===== src/rtl/memory_control_rr.sv =====
// memory_control_rr: coherent bus controller joining CPUS private L1 cache pairs
// to a single RAM port. Data traffic goes through a snooping FSM
// (IDLE/SNOOP/LD/SWB/WB) with round-robin owner selection. Instruction fetches
// use their own round-robin pointer and only run while the data side is idle.
// Ports:
//   CLK, nRST                        clock, synchronous active-low reset
//   iREN/iaddr -> iwait/iload        per-core instruction fetch
//   dREN/dWEN/daddr/dstore           per-core data miss / writeback
//     -> dwait/dload
//   cctrans/ccwrite                  per-core coherence request / modified flag
//     -> ccwait/ccinv/ccsnoopaddr
//   ramREN/ramWEN/ramaddr/ramstore   RAM request port
//     <- ramload/ramstate

package cpu_types_pkg;
    typedef enum logic [1:0] {FREE, BUSY, ACCESS, ERROR} ramstate_t;
endpackage

module memory_control_rr
    import cpu_types_pkg::*;
#(
    parameter int unsigned CPUS  = 4,
    parameter int unsigned WORDS = 2,
    parameter int unsigned IDXW  = $clog2(CPUS)
) (
    input  logic                  CLK,
    input  logic                  nRST,
    input  logic [CPUS-1:0]       iREN,
    input  logic [CPUS-1:0][31:0] iaddr,
    output logic [CPUS-1:0]       iwait,
    output logic [CPUS-1:0][31:0] iload,
    input  logic [CPUS-1:0]       dREN,
    input  logic [CPUS-1:0]       dWEN,
    input  logic [CPUS-1:0][31:0] daddr,
    input  logic [CPUS-1:0][31:0] dstore,
    output logic [CPUS-1:0]       dwait,
    output logic [CPUS-1:0][31:0] dload,
    input  logic [CPUS-1:0]       cctrans,
    input  logic [CPUS-1:0]       ccwrite,
    output logic [CPUS-1:0]       ccwait,
    output logic [CPUS-1:0]       ccinv,
    output logic [CPUS-1:0][31:0] ccsnoopaddr,
    output logic                  ramREN,
    output logic                  ramWEN,
    output logic [31:0]           ramaddr,
    output logic [31:0]           ramstore,
    input  logic [31:0]           ramload,
    input  ramstate_t             ramstate
);

    localparam int unsigned   CNTW = (WORDS > 1) ? $clog2(WORDS) : 1;
    localparam logic [CNTW-1:0] LAST = CNTW'(WORDS - 1);

    typedef enum logic [2:0] {IDLE, SNOOP, LD, SWB, WB} state_t;

    state_t          state, state_n;
    logic [IDXW-1:0] own, own_n, sup, sup_n, dptr, dptr_n, iptr, iptr_n;
    logic [CNTW-1:0] cnt, cnt_n;

    logic [CPUS-1:0] dreq;
    logic            d_any, i_any, s_any, word_done;
    logic [IDXW-1:0] d_pick, i_pick, s_pick;

    assign dreq = dREN | dWEN;

    function automatic logic [IDXW-1:0] wrap_inc(input logic [IDXW-1:0] x);
        return (32'(x) == CPUS - 1) ? '0 : IDXW'(32'(x) + 1);
    endfunction

    // Round-robin pickers for data and instruction, lowest-index modified snooper
    always_comb begin
        d_any  = 1'b0;
        d_pick = '0;
        i_any  = 1'b0;
        i_pick = '0;
        s_any  = 1'b0;
        s_pick = '0;
        for (int unsigned k = 0; k < CPUS; k++) begin
            if (!d_any && dreq[IDXW'((32'(dptr) + k) % CPUS)]) begin
                d_any  = 1'b1;
                d_pick = IDXW'((32'(dptr) + k) % CPUS);
            end
            if (!i_any && iREN[IDXW'((32'(iptr) + k) % CPUS)]) begin
                i_any  = 1'b1;
                i_pick = IDXW'((32'(iptr) + k) % CPUS);
            end
            if (!s_any && ccwrite[IDXW'(k)] && (IDXW'(k) != own)) begin
                s_any  = 1'b1;
                s_pick = IDXW'(k);
            end
        end
    end

    // Next-state and bus outputs
    always_comb begin
        state_n     = state;
        own_n       = own;
        sup_n       = sup;
        cnt_n       = cnt;
        dptr_n      = dptr;
        iptr_n      = iptr;
        word_done   = 1'b0;
        iwait       = '1;
        dwait       = '1;
        ccwait      = '0;
        ccinv       = '0;
        ramREN      = 1'b0;
        ramWEN      = 1'b0;
        ramaddr     = '0;
        ramstore    = '0;
        iload       = {CPUS{ramload}};
        dload       = {CPUS{ramload}};
        ccsnoopaddr = {CPUS{daddr[own]}};

        case (state)
            IDLE: begin
                if (d_any) begin
                    own_n   = d_pick;
                    cnt_n   = '0;
                    state_n = dWEN[d_pick] ? WB : SNOOP;
                end else if (i_any) begin
                    ramREN  = 1'b1;
                    ramaddr = iaddr[i_pick];
                    if (ramstate == ACCESS) begin
                        iwait[i_pick] = 1'b0;
                        iptr_n        = wrap_inc(i_pick);
                    end
                end
            end
            SNOOP: begin
                ccwait = ~(CPUS'(1) << own);
                ccinv  = cctrans[own] ? ccwait : '0;
                if (s_any) begin
                    sup_n   = s_pick;
                    state_n = SWB;
                end else begin
                    state_n = LD;
                end
            end
            LD: begin
                ramREN    = 1'b1;
                ramaddr   = daddr[own];
                word_done = (ramstate == ACCESS);
            end
            SWB: begin
                // Modified line is forwarded to the requester while RAM is updated
                ramWEN      = 1'b1;
                ramaddr     = daddr[sup];
                ramstore    = dstore[sup];
                dload[own]  = dstore[sup];
                ccwait[sup] = 1'b1;
                word_done   = (ramstate == ACCESS);
                if (word_done) dwait[sup] = 1'b0;
            end
            WB: begin
                ramWEN    = 1'b1;
                ramaddr   = daddr[own];
                ramstore  = dstore[own];
                word_done = (ramstate == ACCESS);
            end
            default: state_n = IDLE;
        endcase

        if (word_done) begin
            dwait[own] = 1'b0;
            if (cnt == LAST) begin
                state_n = IDLE;
                cnt_n   = '0;
                dptr_n  = wrap_inc(own);
            end else begin
                cnt_n = cnt + CNTW'(1);
            end
        end

        // Quiet bus while reset is held
        if (!nRST) begin
            iwait  = '1;
            dwait  = '1;
            ccwait = '0;
            ccinv  = '0;
            ramREN = 1'b0;
            ramWEN = 1'b0;
        end
    end

    // State register
    always_ff @(posedge CLK) begin
        if (!nRST) begin
            state <= IDLE;
            own   <= '0;
            sup   <= '0;
            cnt   <= '0;
            dptr  <= '0;
            iptr  <= '0;
        end else begin
            state <= state_n;
            own   <= own_n;
            sup   <= sup_n;
            cnt   <= cnt_n;
            dptr  <= dptr_n;
            iptr  <= iptr_n;
        end
    end

endmodule

===== config.mk =====
export PLATFORM = sky130hd
export DESIGN_NAME = memory_control_rr
export DESIGN_NICKNAME = d
export VERILOG_FILES = /design/src/rtl/memory_control_rr.sv
export SDC_FILE = /design/constraint.sdc
export NUM_CORES = 1
export LEC_CHECK = 0
export BUFFER_PORTS_ARGS = -buffer_cell sky130_fd_sc_hd__buf_2
export CORE_AREA = 2 2 353 355
export DETAILED_ROUTE_END_ITERATION = 7
export DIE_AREA = 0 0 355 357
export GPL_TIMING_DRIVEN = 0
export HOLD_SLACK_MARGIN = 0.02
export PLACE_DENSITY = 0.33
export SLEW_MARGIN = 20
export SYNTH_ARGS = -nofsm -noshare
export SYNTH_HDL_FRONTEND = slang
export SYNTH_SLANG_ARGS = --single-unit

===== constraint.sdc =====
create_clock -name CLK -period 2.3 [get_ports CLK]
set_input_delay 0.345 -clock CLK [delete_from_list [all_inputs] [get_ports CLK]]
set_output_delay 0.345 -clock CLK [all_outputs]
set_load 0.02 [all_outputs]

After elaboration in Yosys (flattened, before gate mapping). Cells that the tools add are included.

Register bits: 12. Output and inout port bits: 466. Logic and storage cells: 185.

$add $sub $neg: 9. $lt $le $gt $ge: 15. Equality and inequality tests: 10. Shift operators: 1. Muxes and demuxes: 100. Bitwise gates (word level): 7. Reductions and logical operators: 37.

Operators by type and width (count): binary-select mux 32 bit (select 2 bit) (5); 2-to-1 mux 32 bit (8); bitwise mux 128 bit (1); 2-to-1 mux 128 bit (1); case mux 32 bit (3 select lines) (1); demux 32 bit (select 2 bit) (1); case mux 32 bit (2 select lines) (1); 2-to-1 mux 4 bit (13); 2-to-1 mux 1 bit (37); < comparator 2 x 3 -> 1 bit (second input constant) (12); 2-to-1 mux 2 bit (12); binary-select mux 1 bit (select 2 bit) (10); logical AND 1 bit (16); NOT 4 bit (4); 2-to-1 mux 3 bit (4); zero test 1 bit (9); case mux 3 bit (3 select lines) (1); adder 2 x 1 -> 2 bit (second input constant) (4); adder 2 bit (second input constant) (4); case mux 4 bit (2 select lines) (1); AND reduction 2 bit (4); demux 1 bit (select 2 bit) (3); equality test 2 bit (second input constant) (3); equality test 3 x 2 -> 1 bit (second input constant) (2); other kinds (16) (22).

Longest topological paths before layout.
Depth after elaboration: 22. Depth in mapped cells: 11.

Least setup slack after synthesis. Ideal clock, no wire load.

Path type: flip-flop to output port. Start point: reg own[0]. End point: out dload[68] in the netlist's numbering. Arrival time: 2.159 ns. Data required time: 1.955 ns. Setup slack: -0.204 ns. Cell stages (with the launch flop): 9. Buffers on the path: 4. Path through: dfxtp_1 -> clkbuf_1 -> buf_2 -> buf_2 -> inv_1 -> ha_1 -> nand2_1 -> buf_2 -> mux2_1.

RTL lines: from (decl) (line 57) `logic [IDXW-1:0] own, own_n, sup, sup_n, dptr, dptr_n, iptr, iptr_n;`; from (signal assigned) (line 197) `own <= own_n;`; to (decl) (line 37) `output logic [CPUS-1:0][31:0] dload,`.

Worst setup path after layout.
Start point: reg own[0]. End point: out ramaddr[8].

Longest elaborated chain between the ends: 3.

RTL lines: binary-select mux 32 bit (select 2 bit) (line 142, 157); 2-to-1 mux 32 bit (implied by the code) (line 142, 157); case mux 32 bit (3 select lines) (line 115) `case (state)`; to (decl) (line 45) `output logic [31:0] ramaddr,`.

No other way between the ends. The select of a mux whose other input is x is not followed.

==> flow_summary.toml <==
[worst_setup_path]
path_class = "reg -> out"
r2r_start = "own[0]"
reg2reg_slack_ps = 130
required_ps = 1960
cp_cell_sequence = "clkbuf_16, buf_12, buf_12, buf_4, mux4_2, a22oi_2, o221ai_2, buf_6"
slowest_stage = "mux4_2"
cp-start-kind = "flop"
reg2reg_depth = 12
arrival_ps = 2460
reg2reg_to = "sup[0]"
critPathCaptureType = "output pin"
crit_fanout = 5
critPathMaxStageDelay_ps = 520
crit_path_frequent_cell = "buf_12"

[clocking]
cts_buffer_depth = 2
ctsRootBufferMaster = "clkbuf_16"
cts_tree = "done"
cts_buffers = 3
clk_latency_ps = 250
path_clk_slew_ps = 50
cts_max_level = 1
cts_hold_buf = 0
clock_sinks = 12

[yosys]
ys_seq_area_frac = 0.0270
synth_ff_type = "dfxtp_1"
syn_inst = 869
syn-cell-area_um2 = 8910
synth_top_area_frac = 0.329
ys_warn_count = 0
async_reset_ff_frac = 0
ys_seq_elements = 12
yosysTopAreaCell = "mux4_2"
synth_cell_types = 45
synth_enable_flop_cells = 0
synth.most_common_cell = "buf_4"
synthTopCellsByArea = "mux4_2, buf_4, mux2_2, mux2i_1, a22o_1"
synth_nets = 1317
synthTopCellsByCount = "buf_4, mux4_2, mux2_2, mux2i_1, buf_2"
avgSynthCellArea_um2 = 10.3

[floorplanning]
io-pin-count = 906
die_x_um = 355
floorplan.initialDensity = 0.0724
die-area_um2 = 127000
coreArea_um2 = 123000
fp.dieH_um = 357
row_count = 129

[sta]
worst_pin_slew_ps = 711
finalHoldViolCount = 0
max_freq_mhz = 356
max_slew_margin = 0.514
rsz0062_at_grt = "yes"
setup_viol = 303
worst_slack_ps = -509
fin_hold_ws_ps = 527
min_period_over_period = 1.22
skew_ps = 5.97
finalMaxSlewViolations = 0
min_period_ps = 2810

[min_path]
min-delay-start = "state[2]"
hold_path_class = "reg -> reg"
hold_depth = 1
holdPathEnd = "state[1]"

[global_routing]
grt_max_degree = 11
grt_pass1_vias = 12000
antenna_found_initial = 17
grt_overflow = 0
grt.total_usage = 0.127
grt_pass1_wl_um = 109000

[pwr]
p_total_mw = 7.82
p_leak_nw = 9.47
power_density_nw_per_um2 = 375
peakVddDrop_uv = 264

[placement]
pre_cts_ws_ps = -2330
numPortBuffers = 904
dp_hpwl_um = 72300
gp_congestion = 0.816
dp_cells = 3413

[route]
avgViaCountPerCell = 3.33
drtPass1Iterations = 5
drc = 0
drt.antenna.violating_nets = 0
wl_um = 86500
first_iter_violations = 559
vias = 12000
wl_per_cell_um = 24.1

[cells_and_area]
area_growth_pct = 134
final_util = 0.169
drive_above_1_share = 0.908
nets = 2396
stdcell_count = 3591

[status]
violations = "setup timing"
outcome = "complete, but fails checks"

[run]
drv_cap = 0
-- per-layer routing --
metal	vias to the layer above	global-route usage	share of wire
li1	5397	-	-
met1	5946	0.156	0.40
met2	579	0.235	0.53
met3	42	0.0174	0.057
met4	6	0.0214	0.012
met5	-	0	0.00047
-- cell type report --
cell class	instances	area, µm²
Multi-Input combinational cell	551	7760
Timing Repair Buffer	1077	7810
Clock buffer	4	88.8
Sequential cell	12	267
Antenna cell	7	17.5
Buffer	295	2790
Inverter	8	42.5
Fill cell	13900	102000
Tap cell	1637	2050
-- logic make-up after synthesis --
group,Yosys count,synth area share
XOR/XNOR,1,0.000983
AO/OA/AOI/OAI,133,0.118
adder cells (fa/ha/maj),8,0.0112
multiplexers,327,0.568
flip-flops,12,0.0270
AND/OR/NAND/NOR,82,0.0458
buffers and inverters,306,0.229
-- worst max path at each step --
stage                     cells past startpoint   start           to
after floorplan                               8  own[0]    dload[68]
after global placement                        7  sup[1]  ramaddr[22]
after detailed placement                      8  own[1]    dload[62]
after CTS                                     7  own[0]   ramaddr[7]
after global routing                          7  own[0]   ramaddr[7]
final                                         8  own[0]   ramaddr[8]
-- per-stage QoR --
stage          setup TNS [ps]  area (µm²)
5_1_grt                -82040       20800
3_5_place_dp          -370700       15600
2_1_floorplan               0        8930
6_report               -63170       20800
4_1_cts                -75090       19500
3_3_place_gp          -428940       15500
-- critical path, delay by kind of cell (launching register included) --
kind / cells / cell delay, ps
buffers and inverters: 5 / 710
DFF: 1 / 350
AOI/OAI and AO/OA: 2 / 610
muxes: 1 / 520
-- timing repair --
| action | in CTS | in global routing |
|---|---|---|
| gates cloned | 16 | 3 |
| buffers inserted | 101 | 58 |
| gates resized for setup | 677 | 271 |
| pin swaps | 57 | 38 |
| setup endpoints to repair | 346 | 287 |
-- registers in the layout, summed over array words and instances, names as in the netlist --
register / flops
state: 3
dptr: 2
iptr: 2
own: 2
sup: 2
cnt: 1
-- power by group --
group / internal [mW] / total [mW] / switching (mW)
Combinational: 3.43 / 7.19 / 3.76
Clock: 0.263 / 0.365 / 0.101
Sequential: 0.232 / 0.269 / 0.0373
-- cell usage in the layout (no fill, tap or decap), types with 4 or more instances in the layout --
master	netlist	final
clkbuf_4	0	6
o221ai_2	0	27
o221ai_1	32	4
clkbuf_8	0	4
buf_6	0	194
mux2i_1	69	61
and2_4	0	4
mux2_2	122	49
a21oi_1	11	5
buf_4	224	380
a22oi_2	0	32
diode_2	0	7
o21ai_0	7	4
buf_16	0	22
a22o_4	0	10
clkbuf_2	0	5
mux2i_4	0	4
ha_4	0	7
buf_8	0	12
a22o_1	32	22
mux4_2	130	130
nand2_1	20	10
nand2_8	0	6
o21a_1	6	5
mux2_4	0	77
buf_2	37	690
nor2b_1	11	8
clkbuf_16	0	9
dfxtp_4	0	6
inv_1	8	4
nor2_1	23	21
buf_12	0	51
a21oi_2	0	6
mux2i_2	0	4
Power figures use the tool's default switching activity.
